**config.mk**
```make
export PLATFORM = sky130hd
export DESIGN_NAME = bcd_convert
export DESIGN_NICKNAME = d
export VERILOG_FILES = /design/src/rtl/psa_display_pkg.sv /design/src/rtl/bcd_digit_adj.sv /design/src/rtl/bcd_convert.sv
export SDC_FILE = /design/constraint.sdc
export NUM_CORES = 1
export LEC_CHECK = 0
export CORE_ASPECT_RATIO = 1.2
export CORE_MARGIN = 4
export CORE_UTILIZATION = 35
export DETAILED_ROUTE_END_ITERATION = 6
export SETUP_SLACK_MARGIN = 0.5
export SLEW_MARGIN = 0
export SYNTH_ARGS = -nofsm -noshare
export SYNTH_HDL_FRONTEND = slang
export SYNTH_SLANG_ARGS = --single-unit
```
**constraint.sdc**
```tcl
create_clock -name CLK100MHZ -period 1.58 [get_ports CLK100MHZ]
set_input_delay 0.316 -clock CLK100MHZ [delete_from_list [all_inputs] [get_ports CLK100MHZ]]
set_output_delay 0.316 -clock CLK100MHZ [all_outputs]
set_load 0.02 [all_outputs]
```
**src/rtl/psa_display_pkg.sv**
```systemverilog
// Shared definitions for the pattern-search display path: BCD digit geometry,
// the saturation value and the binary-to-BCD converter state encoding.
package psa_display_pkg;

  localparam int unsigned DIGIT_W    = 4;
  localparam int unsigned NUM_DIGITS = 4;
  localparam int unsigned BCD_W      = DIGIT_W * NUM_DIGITS;
  localparam int unsigned BCD_MAX    = 9999;

  // Digit pattern shown when the converted value does not fit in four digits.
  localparam logic [BCD_W-1:0] BCD_SAT_VALUE = {NUM_DIGITS{DIGIT_W'(9)}};

  typedef enum logic [1:0] {
    IDLE,
    SHIFT,
    DONE
  } bcd_state_t;

endpackage

```
**src/rtl/bcd_digit_adj.sv**
```systemverilog
// Double-dabble digit correction: a digit of 5 or more gets 3 added, so the
// following left shift carries into the next decade.
module bcd_digit_adj
  import psa_display_pkg::*;
(
  input  logic [DIGIT_W-1:0] digit,
  output logic [DIGIT_W-1:0] adjusted
);

  assign adjusted = (digit >= DIGIT_W'(5)) ? digit + DIGIT_W'(3) : digit;

endmodule

```
**src/rtl/bcd_convert.sv**
```systemverilog
// Sequential binary-to-BCD converter (shift-and-add-3, one bit per clock).
// Digits are registered and only change on the edge that enters DONE, so the
// seven-segment driver never sees a partial result.
// Optional feature: define BCD_SAT_EN to saturate results above 9999 to 9999
// and flag them on ovf; otherwise the digits show the value mod 10000.
module bcd_convert
  import psa_display_pkg::*;
#(
  parameter int unsigned DATA_W = 8  // legal range 4..14
) (
  input  logic               CLK100MHZ,
  input  logic               reset,
  input  logic               start,
  input  logic [DATA_W-1:0]  bin_in,
  output logic               busy,
  output logic               done,
  output logic [DIGIT_W-1:0] thousands,
  output logic [DIGIT_W-1:0] hundreds,
  output logic [DIGIT_W-1:0] tens,
  output logic [DIGIT_W-1:0] units,
  output logic               ovf
);

  localparam int unsigned CNT_W = $clog2(DATA_W + 1);

  bcd_state_t        state_q, state_d;
  logic [DATA_W-1:0] bin_q, bin_d;
  logic [BCD_W-1:0]  bcd_q, bcd_d;
  logic [CNT_W-1:0]  cnt_q, cnt_d;
  logic [BCD_W-1:0]  digits_q, digits_d;
  logic [BCD_W-1:0]  bcd_adj;
  logic [BCD_W-1:0]  bcd_shift;

`ifdef BCD_SAT_EN
  logic flag_q, flag_d;
  logic ovf_q, ovf_d;
  logic sat;
`endif

  for (genvar g = 0; g < NUM_DIGITS; g++) begin : g_adj
    bcd_digit_adj u_adj (
      .digit    (bcd_q[g*DIGIT_W +: DIGIT_W]),
      .adjusted (bcd_adj[g*DIGIT_W +: DIGIT_W])
    );
  end

  // Top bit of the adjusted thousands digit falls off here; that is the mod 10000.
  assign bcd_shift = {bcd_adj[BCD_W-2:0], bin_q[DATA_W-1]};

  // Next-state logic: capture on start, iterate DATA_W times, publish on the last shift.
  always_comb begin
    state_d  = state_q;
    bin_d    = bin_q;
    bcd_d    = bcd_q;
    cnt_d    = cnt_q;
    digits_d = digits_q;
`ifdef BCD_SAT_EN
    flag_d   = flag_q;
    ovf_d    = ovf_q;
    sat      = 1'b0;
`endif
    unique case (state_q)
      IDLE, DONE: begin
        state_d = IDLE;
        if (start) begin
          bin_d   = bin_in;
          bcd_d   = '0;
          cnt_d   = CNT_W'(DATA_W);
          state_d = SHIFT;
`ifdef BCD_SAT_EN
          flag_d  = 1'b0;
`endif
        end
      end
      SHIFT: begin
        bcd_d = bcd_shift;
        bin_d = {bin_q[DATA_W-2:0], 1'b0};
        cnt_d = cnt_q - CNT_W'(1);
`ifdef BCD_SAT_EN
        flag_d = flag_q | bcd_adj[BCD_W-1];
`endif
        if (cnt_q == CNT_W'(1)) begin
          state_d = DONE;
`ifdef BCD_SAT_EN
          sat      = flag_d | (bcd_shift[BCD_W-1 -: DIGIT_W] > DIGIT_W'(9));
          digits_d = sat ? BCD_SAT_VALUE : bcd_shift;
          ovf_d    = sat;
`else
          digits_d = bcd_shift;
`endif
        end
      end
      default: state_d = IDLE;
    endcase
  end

  // State and datapath registers; reset aborts any conversion in flight.
  always_ff @(posedge CLK100MHZ or negedge reset) begin
    if (!reset) begin
      state_q  <= IDLE;
      bin_q    <= '0;
      bcd_q    <= '0;
      cnt_q    <= '0;
      digits_q <= '0;
    end else begin
      state_q  <= state_d;
      bin_q    <= bin_d;
      bcd_q    <= bcd_d;
      cnt_q    <= cnt_d;
      digits_q <= digits_d;
    end
  end

`ifdef BCD_SAT_EN
  // Overflow tracking: sticky during a conversion, published with the digits.
  always_ff @(posedge CLK100MHZ or negedge reset) begin
    if (!reset) begin
      flag_q <= 1'b0;
      ovf_q  <= 1'b0;
    end else begin
      flag_q <= flag_d;
      ovf_q  <= ovf_d;
    end
  end

  assign ovf = ovf_q;
`else
  assign ovf = 1'b0;
`endif

  assign busy      = (state_q == SHIFT);
  assign done      = (state_q == DONE);
  assign thousands = digits_q[3*DIGIT_W +: DIGIT_W];
  assign hundreds  = digits_q[2*DIGIT_W +: DIGIT_W];
  assign tens      = digits_q[1*DIGIT_W +: DIGIT_W];
  assign units     = digits_q[0 +: DIGIT_W];

endmodule

```
==> results of run 1 <==
-- repair_timing --
action / in CTS / in global routing
setup endpoints to repair: 64 / 92
pin swaps: 7 / 10
setup buffers: 18 / 19
hold endpoints to repair: 18 / 0
hold buffers: 1 / 0
resized for setup: 118 / 77
cloned: 0 / 3
-- state kept, by name (all words and copies together) (netlist names) --
register  cells
digits_q     16
state_q       2
cnt_q         4
bin_q         8
bcd_q        16
-- synthesized netlist by cell type --
cell type	n
dfrtp_1	46
nand2_1	35
o21ai_0	22
ha_1	10
inv_1	10
a21oi_1	7
a22o_1	7
a22oi_1	7
mux2_4	7
nor3b_1	7
nand3_1	5
nor3_1	5
buf_6	4
mux2i_1	4
xnor2_1	4
a21oi_2	3
nand2b_2	3
o21ai_1	3
buf_2	2
buf_4	2
nand2b_1	2
nor2b_1	2
a211oi_1	1
a21oi_4	1
a22o_2	1
a31oi_1	1
clkbuf_1	1
clkinv_2	1
conb_1	1
inv_6	1
nand2_2	1
nand2b_4	1
nor2_8	1
nor3b_2	1
-- layout by cell type, fill, tap and decap left out, drive strengths merged --
| cell | synthesis | final |
|---|---|---|
| nand2b | 6 | 6 |
| nor2b | 2 | 2 |
| nor3b | 8 | 8 |
| conb | 1 | 1 |
| a211oi | 1 | 1 |
| clkinv | 1 | 1 |
| a22oi | 7 | 7 |
| dfrtp | 46 | 46 |
| a22o | 8 | 8 |
| a21oi | 11 | 11 |
| dlygate4sd3 | 0 | 1 |
| mux2 | 7 | 7 |
| buf | 8 | 66 |
| mux2i | 4 | 4 |
| clkdlybuf4s50 | 0 | 9 |
| ha | 10 | 10 |
| inv | 11 | 11 |
| nand2 | 36 | 36 |
| a31oi | 1 | 1 |
| nand3 | 5 | 5 |
| clkbuf | 1 | 11 |
| o21ai | 25 | 25 |
| nor2 | 1 | 1 |
| nor3 | 5 | 5 |
| xnor2 | 4 | 4 |
-- per-stage QoR --
step | instance area (um^2) | total power (W) | utilization
global route | 3580 | 0.00851 | 0.581
floorplan | 2350 | 0.00445 | -
CTS | 3090 | 0.00676 | 0.502
global placement | 2780 | 0.00542 | 0.450
detailed placement | 2780 | 0.00550 | 0.450
finish | 3580 | 0.00791 | 0.581
-- power breakdown --
group          switching [W]  internal (W)  leakage (nW)
clock               0.000376      0.000305        0.0383
combinational        0.00221       0.00274          1.05
sequential          0.000564       0.00171         0.580
-- cells by family after synthesis --
logic type | after synthesis | share of synthesized area
fa+ha+maj | 10 | 0.0553
other cells | 1 | 0.00166
flops | 46 | 0.509
compound gates | 53 | 0.150
buf+inv | 21 | 0.0553
simple gates | 63 | 0.149
xor+xnor | 4 | 0.0155
mux | 11 | 0.0641
-- path summary, 6_finish.rpt --
kind / start / slack, ps / endpoint
worst max-delay path: bcd_q[8] / 80 / digits_q[10]
worst min-delay path: reset / 460 / digits_q[9]
worst max register to register: bcd_q[8] / 80 / digits_q[10]
worst min register to register: bin_q[0] / 510 / bin_q[0]
max in group asynchronous: reset / 670 / digits_q[0]
min in group CLK100MHZ: bin_q[0] / 510 / bin_q[0]
-- metal layers --
| layer | part of all wire | global-route usage | vias to the layer above |
|---|---|---|---|
| met1 | 0.45 | 0.178 | 861 |
| met5 | 0 | 0 | - |
| met2 | 0.50 | 0.234 | 29 |
| met4 | 0.019 | 0.0634 | 0 |
| met3 | 0.025 | 0.0197 | 6 |
| li1 | - | - | 881 |
-- layout make-up --
class,count,area (um^2),share of cell area
flip-flops and latches,46,1150,0.322
inverters,12,55.1,0.0154
well taps,82,103,0.0286
repair buffers,80,836,0.233
multi-input cells,142,1360,0.379
clock buffers,7,76.3,0.0213
-- worst reg2reg max path, delay by kind of cell, from the launching register on --
family	cells	cell delay, ps
compound gates	1	180
flops	1	480
mux	2	470
simple gates	1	140
fa+ha+maj	1	180
==> results.json, run 1 <==
{
  "status": "completed",
  "drc": 0,
  "rows": 31,
  "syn-mean-instance-area_um2": 10.8,
  "cpPeakStageDelay_ps": 480,
  "dp_hpwl_um": 3110,
  "leakage_nw": 1.66,
  "dieWidth_um": 81.4,
  "gp_congestion": 0.748,
  "ff2ff_path_depth": 5,
  "power_density_nw_per_um2": 2210,
  "syn_nets": 230,
  "drive_gt1_frac": 0.585,
  "clkLatencyLatePin_ps": 290,
  "die_y_um": 96.1,
  "tritoncts": "done",
  "finalHoldViolations": 0,
  "max_freq_ghz": 0.667,
  "drtPass1Iterations": 4,
  "period_share": 0.949,
  "numPlacedInstances": 321,
  "synth_top_cell_by_area": "dfrtp_1",
  "yosysSeqAreaShare": 0.509,
  "area_growth_pct": 58.3,
  "crit_fanout": 5,
  "fin_nets": 308,
  "cts_buffers": 5,
  "stdcell_count": 369,
  "routed_wl_um": 5230,
  "path_class": "register to register",
  "synthCells": 209,
  "io_pins": 30,
  "grt_max_degree": 29,
  "clkSinkCount": 46,
  "viasPerCell": 4.82,
  "grt_overflow": 0,
  "path_buf_inv": 0,
  "wl_per_cell_um": 14.2,
  "path_delay_family": "flip-flops",
  "required_ps": 1820,
  "final_max_slew_viol_count": 0,
  "root_buffer": "clkbuf_8",
  "ir_worst_vdd_uv": 913,
  "hp-class": "input port to asynchronous set/reset pin",
  "synth-seq-cells": 46,
  "rsz0062_at_grt": "true",
  "ant_nets": 0,
  "fin_crit_ps": 1500,
  "first_iter_violations": 46,
  "syn_area_um2": 2260,
  "arrival_ps": 1740,
  "finalSetupViolCount": 0,
  "port_buffers": 28,
  "synth.top_cell.area_share": 0.509,
  "endpoint_kind": "register",
  "cts_max_level": 2,
  "fin_ws_ps": 80.8,
  "grt_pass1_vias": 1712,
  "dieArea_um2": 7820,
  "place_ws_ps": -25.4,
  "ys_top_cells_by_area": "dfrtp_1 51%, nand2_1 5.8%, ha_1 5.5%, o21ai_0 4.9%, mux2_4 4.6%",
  "setup_tns_ps": 0,
  "maxCapViolCount": 0,
  "clk_path_buf_depth": 2,
  "crit_slowest_cell": "dfrtp_2",
  "vias": 1777,
  "start_util": 0.367,
  "crit_cells": 5,
  "track_usage": 0.140,
  "whs_ps": 464,
  "critPathLaunchType": "register",
  "fin_skew_ps": 7.83,
  "num-fill-cells": 509,
  "antenna_found_initial": 0,
  "synth_cell_types": 34,
  "synth_warnings": 0,
  "grt_pass1_wl_um": 8250,
  "clkTransAtPathRegs_ps": 80,
  "cp_cell_sequence": "ha_4, nand2b_4, a21oi_4, mux2i_2, mux2_4",
  "insertedDiodeCount": 0,
  "core_area_um2": 6170
}
Note: power is estimated with default switching activity, not from simulation.
==> inputs of run 2 (changes only) <==
--- a/config.mk
+++ b/config.mk
@@ -6,9 +6,10 @@
 export NUM_CORES = 1
 export LEC_CHECK = 0
 export CORE_ASPECT_RATIO = 1.2
-export CORE_MARGIN = 4
+export CORE_MARGIN = 2
 export CORE_UTILIZATION = 35
 export DETAILED_ROUTE_END_ITERATION = 6
+export DONT_BUFFER_PORTS = 1
 export SETUP_SLACK_MARGIN = 0.5
 export SLEW_MARGIN = 0
 export SYNTH_ARGS = -nofsm -noshare
==> run 2 against run 1 <==
The run now ends with negative hold slack left. Sequential cell count unchanged. Die area down 8.9%. Critical endpoint is now digits_q[0]. Total power down 3.9%. Highest routed layer unchanged. Combinational power down 13%. Clock power up 11%. Largest cell class unchanged.
==> results.json, run 2 (synthesis gave the netlist of run 1 again) <==
{
  "first_iter_violations": 63,
  "maxCapViolCount": 0,
  "reg2reg_setup_slack_ps": 70,
  "insertedDiodeCount": 0,
  "drive_gt1_frac": 0.601,
  "regArea_um2": 1160,
  "dieWidth_um": 77.4,
  "grt_overflow": 0,
  "startpoint": "cnt_q[1]",
  "whs_ps": -303,
  "period_share": 0.958,
  "ant_nets": 0,
  "status": "complete, but fails checks",
  "drtPass1Iterations": 4,
  "track_usage": 0.159,
  "clk_path_buf_depth": 2,
  "routed_wl_um": 5630,
  "final_cell_mix": "35 x dfrtp_1, 29 x buf_4, 18 x nand2_1, 15 x o21ai_1",
  "tritoncts": "done",
  "dp_hpwl_um": 2890,
  "start_util": 0.358,
  "ir_worst_vdd_uv": 835,
  "layout_commonest_cell": "dfrtp_1",
  "finalSetupViolCount": 0,
  "power_density_nw_per_um2": 2320,
  "endpoint_kind": "register",
  "area_growth_pct": 45.0,
  "grt_pass1_vias": 1814,
  "rsz0062_at_grt": "true",
  "multi_input_area_um2": 1400,
  "clkLatencyLatePin_ps": 300,
  "io_pins": 30,
  "fin_nets": 278,
  "finalHoldViolations": 46,
  "max_freq_ghz": 0.661,
  "num-fill-cells": 576,
  "fin_crit_ps": 1510,
  "crit_fanout": 6,
  "drc": 0,
  "cts_max_level": 2,
  "critPathLaunchType": "register",
  "dieArea_um2": 7130,
  "top_regs": "bcd_q x16, digits_q x16, bin_q x8",
  "viasPerCell": 5.03,
  "leakage_nw": 1.44,
  "setup_tns_ps": 0,
  "wl_per_cell_um": 16.4,
  "r2r-start": "cnt_q[1]",
  "crit_slowest_cell": "dfrtp_1",
  "violations": "negative hold slack",
  "final_max_slew_viol_count": 0,
  "port_buffers": 0,
  "die_y_um": 92.1,
  "path_class": "register to register",
  "core_area_um2": 6330,
  "cp_cell_sequence": "inv_2, ha_4, nor3b_4, nand2_2, buf_6, mux2_4",
  "vias": 1725,
  "grt_max_degree": 47,
  "arrival_ps": 1710,
  "clkTransAtPathRegs_ps": 90,
  "root_buffer": "clkbuf_8",
  "antenna_found_initial": 0,
  "final_core_util": 0.519,
  "hp-class": "input port to asynchronous set/reset pin",
  "gp_congestion": 0.741,
  "fin_skew_ps": 6.46,
  "cts_buffers": 5,
  "clkSinkCount": 46,
  "cpPeakStageDelay_ps": 410,
  "rows": 32,
  "grt_pass1_wl_um": 8830,
  "required_ps": 1770
}
[run 2: changes by cell type in the layout (fill, tap and decap cells not counted), sizes merged]
cell,change
buf,-18
clkbuf,-4
clkdlybuf4s50,-9
dlygate4sd3,-1
clkinv,+1
nor2,+2
[run 2: timing repair]
action | 4_1_cts | 5_1_grt
pin swaps | 10 | 12
gates cloned | 4 | 1
setup endpoints to repair | 63 | 64
resized for setup | 64 | 47
setup buffers | 31 | 8
hold endpoints to repair | 46 | 46
[run 2: final timing paths]
| check | endpoint | cells past startpoint |
|---|---|---|
| worst max-delay path | digits_q[0] | 6 |
| worst min-delay path | digits_q[3] | 0 |
| worst max register to register | digits_q[0] | 6 |
| worst min register to register | bin_q[6] | 2 |
| max in group asynchronous | digits_q[9] | 0 |
| min in group CLK100MHZ | bin_q[1] | 2 |
[run 2: worst max-delay path, delay by kind of cell (launching register included)]
family / cells / cell delay [ps]
fa+ha+maj: 1 / 120
flops: 1 / 410
buf+inv: 2 / 250
mux: 1 / 290
simple gates: 2 / 330
[run 2: area by class of cell]
cell class / instances / area share
clock inverters: 1 / 0.00152
clock buffers: 7 / 0.0263
well taps: 85 / 0.0324
repair buffers: 48 / 0.141
flip-flops and latches: 46 / 0.355
multi-input cells: 144 / 0.426
inverters: 12 / 0.0175
[run 2: power by group]
part / internal, W / switching, W
Clock: 0.000354 / 0.000402
Combinational: 0.00232 / 0.00196
Sequential: 0.00172 / 0.000832
[run 2: stage by stage]
stage               std cells  setup slack [ps]  hold slack, ps  instance area, um^2  total power (W)
floorplan                 209               202            20.4                 2350          0.00445
CTS                       334               100            -308                 3050          0.00693
global placement          291               122            21.5                 2420          0.00483
detailed placement        291              80.6            21.4                 2420          0.00490
global route              343              41.3            -317                 3280          0.00810
finish                    343              66.4            -303                 3280          0.00760
[run 2: layer usage]
metal / share of wire / global-route usage / vias up
met2: 0.55 / 0.289 / 35
met1: 0.39 / 0.176 / 863
met3: 0.047 / 0.0463 / 10
li1: - / - / 817
met5: 0 / 0 / -
met4: 0.020 / 0.0506 / 0
